`config.mk`:
```
export PLATFORM = sky130hd
export DESIGN_NAME = cnn_frame_ctrl_flat
export DESIGN_NICKNAME = d
export VERILOG_FILES = /design/src/rtl/cnn_pkg.sv /design/src/rtl/cnn_frame_ctrl_if.sv /design/src/rtl/cnn_raster_cnt.sv /design/src/rtl/cnn_frame_ctrl.sv /design/src/flat_wrapper.sv
export SDC_FILE = /design/constraint.sdc
export NUM_CORES = 1
export LEC_CHECK = 0
export ABC_CLOCK_PERIOD_IN_PS = 1900
export CAP_MARGIN = 5
export CORE_ASPECT_RATIO = 0.75
export CORE_UTILIZATION = 40
export CTS_BUF_LIST = sky130_fd_sc_hd__clkbuf_8
export DETAILED_ROUTE_END_ITERATION = 12
export GPL_ROUTABILITY_DRIVEN = 1
export PLACE_DENSITY_LB_ADDON = 0.05
export SLEW_MARGIN = 20
export SYNTH_ARGS = -nofsm -noshare
export SYNTH_HDL_FRONTEND = slang
export SYNTH_SLANG_ARGS = --single-unit
```
`constraint.sdc`:
```
create_clock -name clk -period 1.9 [get_ports clk]
set_input_delay 0.38 -clock clk [delete_from_list [all_inputs] [get_ports clk]]
set_output_delay 0.38 -clock clk [all_outputs]
set_load 0.1 [all_outputs]
```
`src/rtl/cnn_pkg.sv`:
```
// Shared constants and types for the CNN frame sequencer.
// The image and kernel geometry is fixed here and shared by the
// controller, its raster counter and the bus interface.
package cnn_pkg;

    localparam int I_F_BW = 8;
    localparam int IX     = 28;
    localparam int IY     = 28;
    localparam int KX     = 5;
    localparam int KY     = 5;

    localparam int OUT_W  = IX - KX + 1;
    localparam int OUT_H  = IY - KY + 1;
    localparam int N_PIX  = IX * IY;
    localparam int N_OUT  = OUT_W * OUT_H;
    localparam int AW     = $clog2(N_PIX);

    typedef enum logic [2:0] {
        IDLE,
        FETCH,
        DRAIN,
        DONE,
        ERR
    } ctrl_state_t;

endpackage

```
`src/rtl/cnn_frame_ctrl_if.sv`:
```
// Handshake and data bus between the start/handshake logic, the image
// RAM, the CNN core and the frame sequencer.
// slave is the sequencer side, master is the environment side.
interface cnn_frame_ctrl_if
    import cnn_pkg::*;
#(
    parameter int PW = I_F_BW,
    parameter int AWID = AW
);

    logic            i_start;
    logic            i_ready;
    logic            o_img_rd_en;
    logic [AWID-1:0] o_img_addr;
    logic [PW-1:0]   i_img_data;
    logic [PW-1:0]   o_pixel;
    logic            o_pixel_valid;
    logic            o_win_valid;
    logic            i_core_valid;
    logic            o_busy;
    logic            o_done;
    logic            o_error;

    modport slave (
        input  i_start, i_ready, i_img_data, i_core_valid,
        output o_img_rd_en, o_img_addr, o_pixel, o_pixel_valid,
               o_win_valid, o_busy, o_done, o_error
    );

    modport master (
        output i_start, i_ready, i_img_data, i_core_valid,
        input  o_img_rd_en, o_img_addr, o_pixel, o_pixel_valid,
               o_win_valid, o_busy, o_done, o_error
    );

endinterface

```
`src/rtl/cnn_raster_cnt.sv`:
```
// Raster-order column/row counter for the image fetch.
// Flags the last pixel of the frame and whether the current position
// completes a full kernel window (bottom-right corner of a window).
module cnn_raster_cnt
    import cnn_pkg::*;
#(
    parameter int RW = $clog2(IY),
    parameter int CW = $clog2(IX)
) (
    input  logic clk,
    input  logic reset,
    input  logic clr_i,
    input  logic en_i,
    output logic last_o,
    output logic win_o
);

    logic [RW-1:0] row_q, row_d;
    logic [CW-1:0] col_q, col_d;

    assign last_o = (row_q == RW'(IY - 1)) && (col_q == CW'(IX - 1));
    assign win_o  = (row_q >= RW'(KY - 1)) && (col_q >= CW'(KX - 1));

    // Next position: clear wins over enable; wrap col at row end and row at frame end
    always_comb begin
        row_d = row_q;
        col_d = col_q;
        if (clr_i) begin
            row_d = '0;
            col_d = '0;
        end else if (en_i) begin
            if (col_q == CW'(IX - 1)) begin
                col_d = '0;
                row_d = last_o ? '0 : row_q + RW'(1);
            end else begin
                col_d = col_q + CW'(1);
            end
        end
    end

    // Position registers
    always_ff @(posedge clk) begin
        if (reset) begin
            row_q <= '0;
            col_q <= '0;
        end else begin
            row_q <= row_d;
            col_q <= col_d;
        end
    end

endmodule

```
`src/rtl/cnn_frame_ctrl.sv`:
```
// Frame sequencer: streams the image RAM into the CNN core in raster
// order, tags window-completing pixels, counts core results and ends
// the frame with a done pulse or an error pulse on drain timeout.
module cnn_frame_ctrl
    import cnn_pkg::*;
#(
    parameter int TIMEOUT = 4096
) (
    input logic             clk,
    input logic             reset,
    cnn_frame_ctrl_if.slave bus
);

    localparam int CNTW = $clog2(N_OUT + 1);
    localparam int TW   = $clog2(TIMEOUT);

    ctrl_state_t     state_q, state_d;
    logic [AW-1:0]   addr_q, addr_d;
    logic [CNTW-1:0] out_cnt_q, out_cnt_d;
    logic [TW-1:0]   tmo_q, tmo_d;
    logic            pix_valid_q;
    logic            win_valid_q;

    logic            issue;
    logic            start_clr;
    logic            last_pix;
    logic            win_pix;
    logic            cnt_inc;

    assign issue   = (state_q == FETCH) && bus.i_ready;
    assign cnt_inc = ((state_q == FETCH) || (state_q == DRAIN)) && bus.i_core_valid
                     && (out_cnt_q != CNTW'(N_OUT));

    cnn_raster_cnt u_raster (
        .clk    (clk),
        .reset  (reset),
        .clr_i  (start_clr),
        .en_i   (issue),
        .last_o (last_pix),
        .win_o  (win_pix)
    );

    assign bus.o_img_rd_en   = issue;
    assign bus.o_img_addr    = addr_q;
    assign bus.o_pixel_valid = pix_valid_q;
    assign bus.o_pixel       = pix_valid_q ? bus.i_img_data : '0;
    assign bus.o_win_valid   = win_valid_q;
    assign bus.o_busy        = (state_q == FETCH) || (state_q == DRAIN);
    assign bus.o_done        = (state_q == DONE);
    assign bus.o_error       = (state_q == ERR);

    // Next-state logic: fetch sequencing, result counting and drain timeout
    always_comb begin
        state_d   = state_q;
        addr_d    = addr_q;
        out_cnt_d = cnt_inc ? out_cnt_q + CNTW'(1) : out_cnt_q;
        tmo_d     = tmo_q;
        start_clr = 1'b0;
        case (state_q)
            IDLE: begin
                if (bus.i_start) begin
                    state_d   = FETCH;
                    addr_d    = '0;
                    out_cnt_d = '0;
                    tmo_d     = '0;
                    start_clr = 1'b1;
                end
            end
            FETCH: begin
                if (issue) begin
                    if (last_pix) begin
                        addr_d  = '0;
                        state_d = DRAIN;
                    end else begin
                        addr_d = addr_q + AW'(1);
                    end
                end
            end
            DRAIN: begin
                tmo_d = bus.i_core_valid ? '0 : tmo_q + TW'(1);
                if (out_cnt_d == CNTW'(N_OUT)) begin
                    state_d = DONE;
                end else if (!bus.i_core_valid && (tmo_q == TW'(TIMEOUT - 1))) begin
                    state_d = ERR;
                end
            end
            DONE:    state_d = IDLE;
            ERR:     state_d = IDLE;
            default: state_d = IDLE;
        endcase
    end

    // State, counters and the one-cycle pixel/window qualifiers
    always_ff @(posedge clk) begin
        if (reset) begin
            state_q     <= IDLE;
            addr_q      <= '0;
            out_cnt_q   <= '0;
            tmo_q       <= '0;
            pix_valid_q <= 1'b0;
            win_valid_q <= 1'b0;
        end else begin
            state_q     <= state_d;
            addr_q      <= addr_d;
            out_cnt_q   <= out_cnt_d;
            tmo_q       <= tmo_d;
            pix_valid_q <= issue;
            win_valid_q <= issue && win_pix;
        end
    end

endmodule

```
`src/flat_wrapper.sv`:
```
// flat-port wrapper written by rule: the top's interface ports become plain ports
module cnn_frame_ctrl_flat import cnn_pkg::*;
#(
    parameter int TIMEOUT = 4096
)
  (clk, reset, bus_i_start, bus_i_ready, bus_i_img_data, bus_i_core_valid, bus_o_img_rd_en, bus_o_img_addr, bus_o_pixel, bus_o_pixel_valid, bus_o_win_valid, bus_o_busy, bus_o_done, bus_o_error);
  cnn_frame_ctrl_if bus_i ();
  input logic clk;
  input logic reset;
  input wire logic [$bits(bus_i.i_start)-1:0] bus_i_start;
  input wire logic [$bits(bus_i.i_ready)-1:0] bus_i_ready;
  input wire logic [$bits(bus_i.i_img_data)-1:0] bus_i_img_data;
  input wire logic [$bits(bus_i.i_core_valid)-1:0] bus_i_core_valid;
  output wire logic [$bits(bus_i.o_img_rd_en)-1:0] bus_o_img_rd_en;
  output wire logic [$bits(bus_i.o_img_addr)-1:0] bus_o_img_addr;
  output wire logic [$bits(bus_i.o_pixel)-1:0] bus_o_pixel;
  output wire logic [$bits(bus_i.o_pixel_valid)-1:0] bus_o_pixel_valid;
  output wire logic [$bits(bus_i.o_win_valid)-1:0] bus_o_win_valid;
  output wire logic [$bits(bus_i.o_busy)-1:0] bus_o_busy;
  output wire logic [$bits(bus_i.o_done)-1:0] bus_o_done;
  output wire logic [$bits(bus_i.o_error)-1:0] bus_o_error;
  assign bus_i.i_start = bus_i_start;
  assign bus_i.i_ready = bus_i_ready;
  assign bus_i.i_img_data = bus_i_img_data;
  assign bus_i.i_core_valid = bus_i_core_valid;
  assign bus_o_img_rd_en = bus_i.o_img_rd_en;
  assign bus_o_img_addr = bus_i.o_img_addr;
  assign bus_o_pixel = bus_i.o_pixel;
  assign bus_o_pixel_valid = bus_i.o_pixel_valid;
  assign bus_o_win_valid = bus_i.o_win_valid;
  assign bus_o_busy = bus_i.o_busy;
  assign bus_o_done = bus_i.o_done;
  assign bus_o_error = bus_i.o_error;
  cnn_frame_ctrl #(.TIMEOUT(TIMEOUT)) u_core (.clk(clk), .reset(reset), .bus(bus_i));
endmodule
```
==> flow_summary.yaml <==
min_path:
  hold_path_class: "reg -> reg"
timing:
  final_hold_viol_count: 0
  period_needed_ns: 1.85
  fin_crit_sh_pct: 97.5
  setup_viol: 0
  finalWorstSetupSlack_ns: 0.0468
  rsz0062_at_grt: "yes"
  tns_ns: 0
  drv_slew: 0
  final.hold.worst_slack_ns: 0.484
  tightest_slew_ns: 0.389
  fin_skew_ns: 0.0144
  max_slew_margin_pct: 74.1
  clock.fmax_ghz: 0.540
synth:
  syn_nets: 325
  synth_area_per_cell_sq_um: 8.22
  synthArstFlopShare_pct: 0
  synth_area_leaders: "dfxtp_1, nor2_1, xor2_1, ha_1, xnor2_1"
  synth_edf_count: 0
  yosysSeqAreaShare_pct: 37.7
  yosys_warnings: 0
  ys.flop_type: "dfxtp_1"
  synth_top_cell_by_area: "dfxtp_1"
  synth_cell_type_count: 46
  synthTopCellsByCount: "nor2_1, dfxtp_1, nand2_1, a21oi_1"
  syn_area_sq_mm: 0.00250
  yosys.area.top_type_share_pct: 37.7
  synth.most_common_cell: "nor2_1"
  synth_seq_cells: 47
  synthCells: 304
placement:
  gp_congestion: 0.792
  dp_hpwl_um: 4340
  port_buffers: 36
  detailedPlace.worstSlack_ns: -0.399
  placed_cell_area_sq_mm: 0.00338
setup_path:
  endpoint: "u_core.state_q[0]"
  r2r_start: "u_core.out_cnt_q[7]"
  ff2ff_path_depth: 6
  rrSetupSlack_ns: 0.05
  critical_path_class: "reg -> reg"
  worstPathMaxFanout: 5
  worstSetupEndpointType: "flop"
  crit_path_start: "u_core.out_cnt_q[7]"
  r2r-end: "u_core.state_q[0]"
  cp-start-kind: "flop"
  required_ns: 2.11
  arrival_ns: 2.07
grt:
  grt_use_total_pct: 19.1
  grt_pass1_vias: 2158
  grt_pass1_wl_um: 10100
  grt_max_degree: 18
  grt_overflow_total: 0
  antenna_found_initial: 0
die:
  start_util_pct: 42.2
  die_h_um: 70.4
  core_area_sq_mm: 0.00592
  ioPinCount: 37
  num_rows: 24
  dieArea_sq_mm: 0.00657
  die_x_um: 93.2
cts:
  cts_buffer_depth: 2
  worstSkewPairLatency_ns: 0.30
  cts_root_buf: "clkbuf_8"
  cts_sinks: 47
  cts_tree: "built"
  path_clk_slew_ns: 0.09
  cts_max_level: 2
  cts_made_buffers: 5
finish:
  stdcell_area_sq_mm: 0.00357
  drive_gt1_share_pct: 28.2
  area_growth_syn_to_layout_pct: 42.9
  antenna_cells: 0
  final_core_util_pct: 60.3
  nNetsFinal: 393
detailed_routing:
  via_per_inst: 5.15
  detail_route.wl_per_cell_um: 13.1
  drc_errors: 0
  via_count: 2316
  firstDrtPassIters: 4
  wl_um: 5890
  drt_iter0_drc: 72
  antenna_left: 0
job:
  cap_violations: 0
power:
  clockPowerShare_pct: 33.8
  power_leakage_nw: 1.31
  pwr-share-seq_pct: 47.0
  p_comb_share_pct: 19.1
  p_sw_uw: 590
  p_int_mw: 1.55
  power_density_mw_per_mm2: 601
  netSwitchingFraction_pct: 27.5
  peakVddDrop_v: 0.000417
status:
  status: "finished clean"
-- worst max-delay path: stages (launching register included) --
cell	delay, ns
dfxtp_1	0.37
nor4bb_1	0.35
nand4_1	0.22
nand2_1	0.16
mux2i_1	0.26
nand4_1	0.19
a211oi_2	0.22
-- registers in the layout (all words and copies together), names as in the netlist --
name                      count
u_core.out_cnt_q             10
u_core.u_raster.row_q         5
u_core.bus.o_img_addr        10
u_core.bus.o_win_valid        1
u_core.tmo_q                 12
u_core.state_q                3
u_core.u_raster.col_q         5
u_core.bus.o_pixel_valid      1
-- cells by family (layout without fill, tap and decap cells) --
group,Yosys count,in the layout,synth area share (%)
adder cells (fa/ha/maj),8,8,4.01
AND/OR/NAND/NOR,150,150,31.1
XOR/XNOR,25,25,9.52
multiplexers,2,2,0.852
buffers and inverters,23,91,4.16
flip-flops,47,47,37.7
AO/OA/AOI/OAI,49,49,12.7
-- layer usage --
layer | up-vias | track usage, % | wire (um)
met5 | - | 0 | 0
met4 | 0 | 4.62 | 47
met3 | 5 | 4.36 | 254
met2 | 44 | 29.2 | 2500
met1 | 1066 | 27.2 | 3080
li1 | 1201 | - | -
-- what timing repair did --
item | in CTS | in global routing
endpoints found under the setup margin | 4 | 6
setup buffers | 1 | 1
hold buffers | 0 | 0
pin swaps | 5 | 5
gates resized for setup | 12 | 10
-- layout make-up --
cell class	count	area (sq um)
clock buffer	5	68.8
multi-input combinational	234	1520
fill	532	2350
sequential	47	962
inverter	11	46.3
tap	78	97.6
clock inverter	2	37.5
timing repair buffer	73	835
-- power by group through the flow --
stage	combinational (mW)	sequential, mW	clock [mW]
final	0.410	1.01	0.725
after global routing	0.438	1.01	0.779
after CTS	0.406	1.01	0.747
after detailed placement	0.393	1.03	0
after global placement	0.394	1.03	0
after floorplan	0.220	1.04	0
-- per-stage QoR --
step,total power [mW],std cells
4_1_cts,2.16,449
3_3_place_gp,1.43,441
3_5_place_dp,1.43,441
2_1_floorplan,1.26,304
5_1_grt,2.23,450
6_report,2.14,450
-- worst min-delay path by stage --
stage / start / to / slack, ns / depth (start not counted)
floorplan: u_core.tmo_q[6] / u_core.tmo_q[6] / 0.44 / 1
global placement: u_core.tmo_q[6] / u_core.tmo_q[6] / 0.46 / 1
detailed placement: u_core.tmo_q[6] / u_core.tmo_q[6] / 0.47 / 1
CTS: u_core.tmo_q[3] / u_core.tmo_q[3] / 0.49 / 2
global route: u_core.tmo_q[6] / u_core.tmo_q[6] / 0.51 / 1
finish: u_core.tmo_q[3] / u_core.tmo_q[3] / 0.48 / 2
-- placed cells by master, fill, tap and decap left out, drive strengths merged, types with 2 or more instances in the layout --
master         Yosys  layout
a31oi              2       2
xnor2             12      12
nand3             12      12
nand4b             4       4
and3               5       5
or3                6       6
inv               10      10
buf                4      61
clkbuf             8       5
a211oi             2       2
ha                 8       8
a21oi             17      17
nand3b             2       2
and2               9       9
clkdlybuf4s50      0      11
nor4               5       5
nand2             22      22
o21ai             12      12
a311oi             5       5
dfxtp             47      47
nor2              52      52
a211o              2       2
nor3              12      12
xor2              13      13
nor3b              4       4
nand4             13      13
nand2b             2       2
No activity file was read; power rests on OpenSTA's default activity.
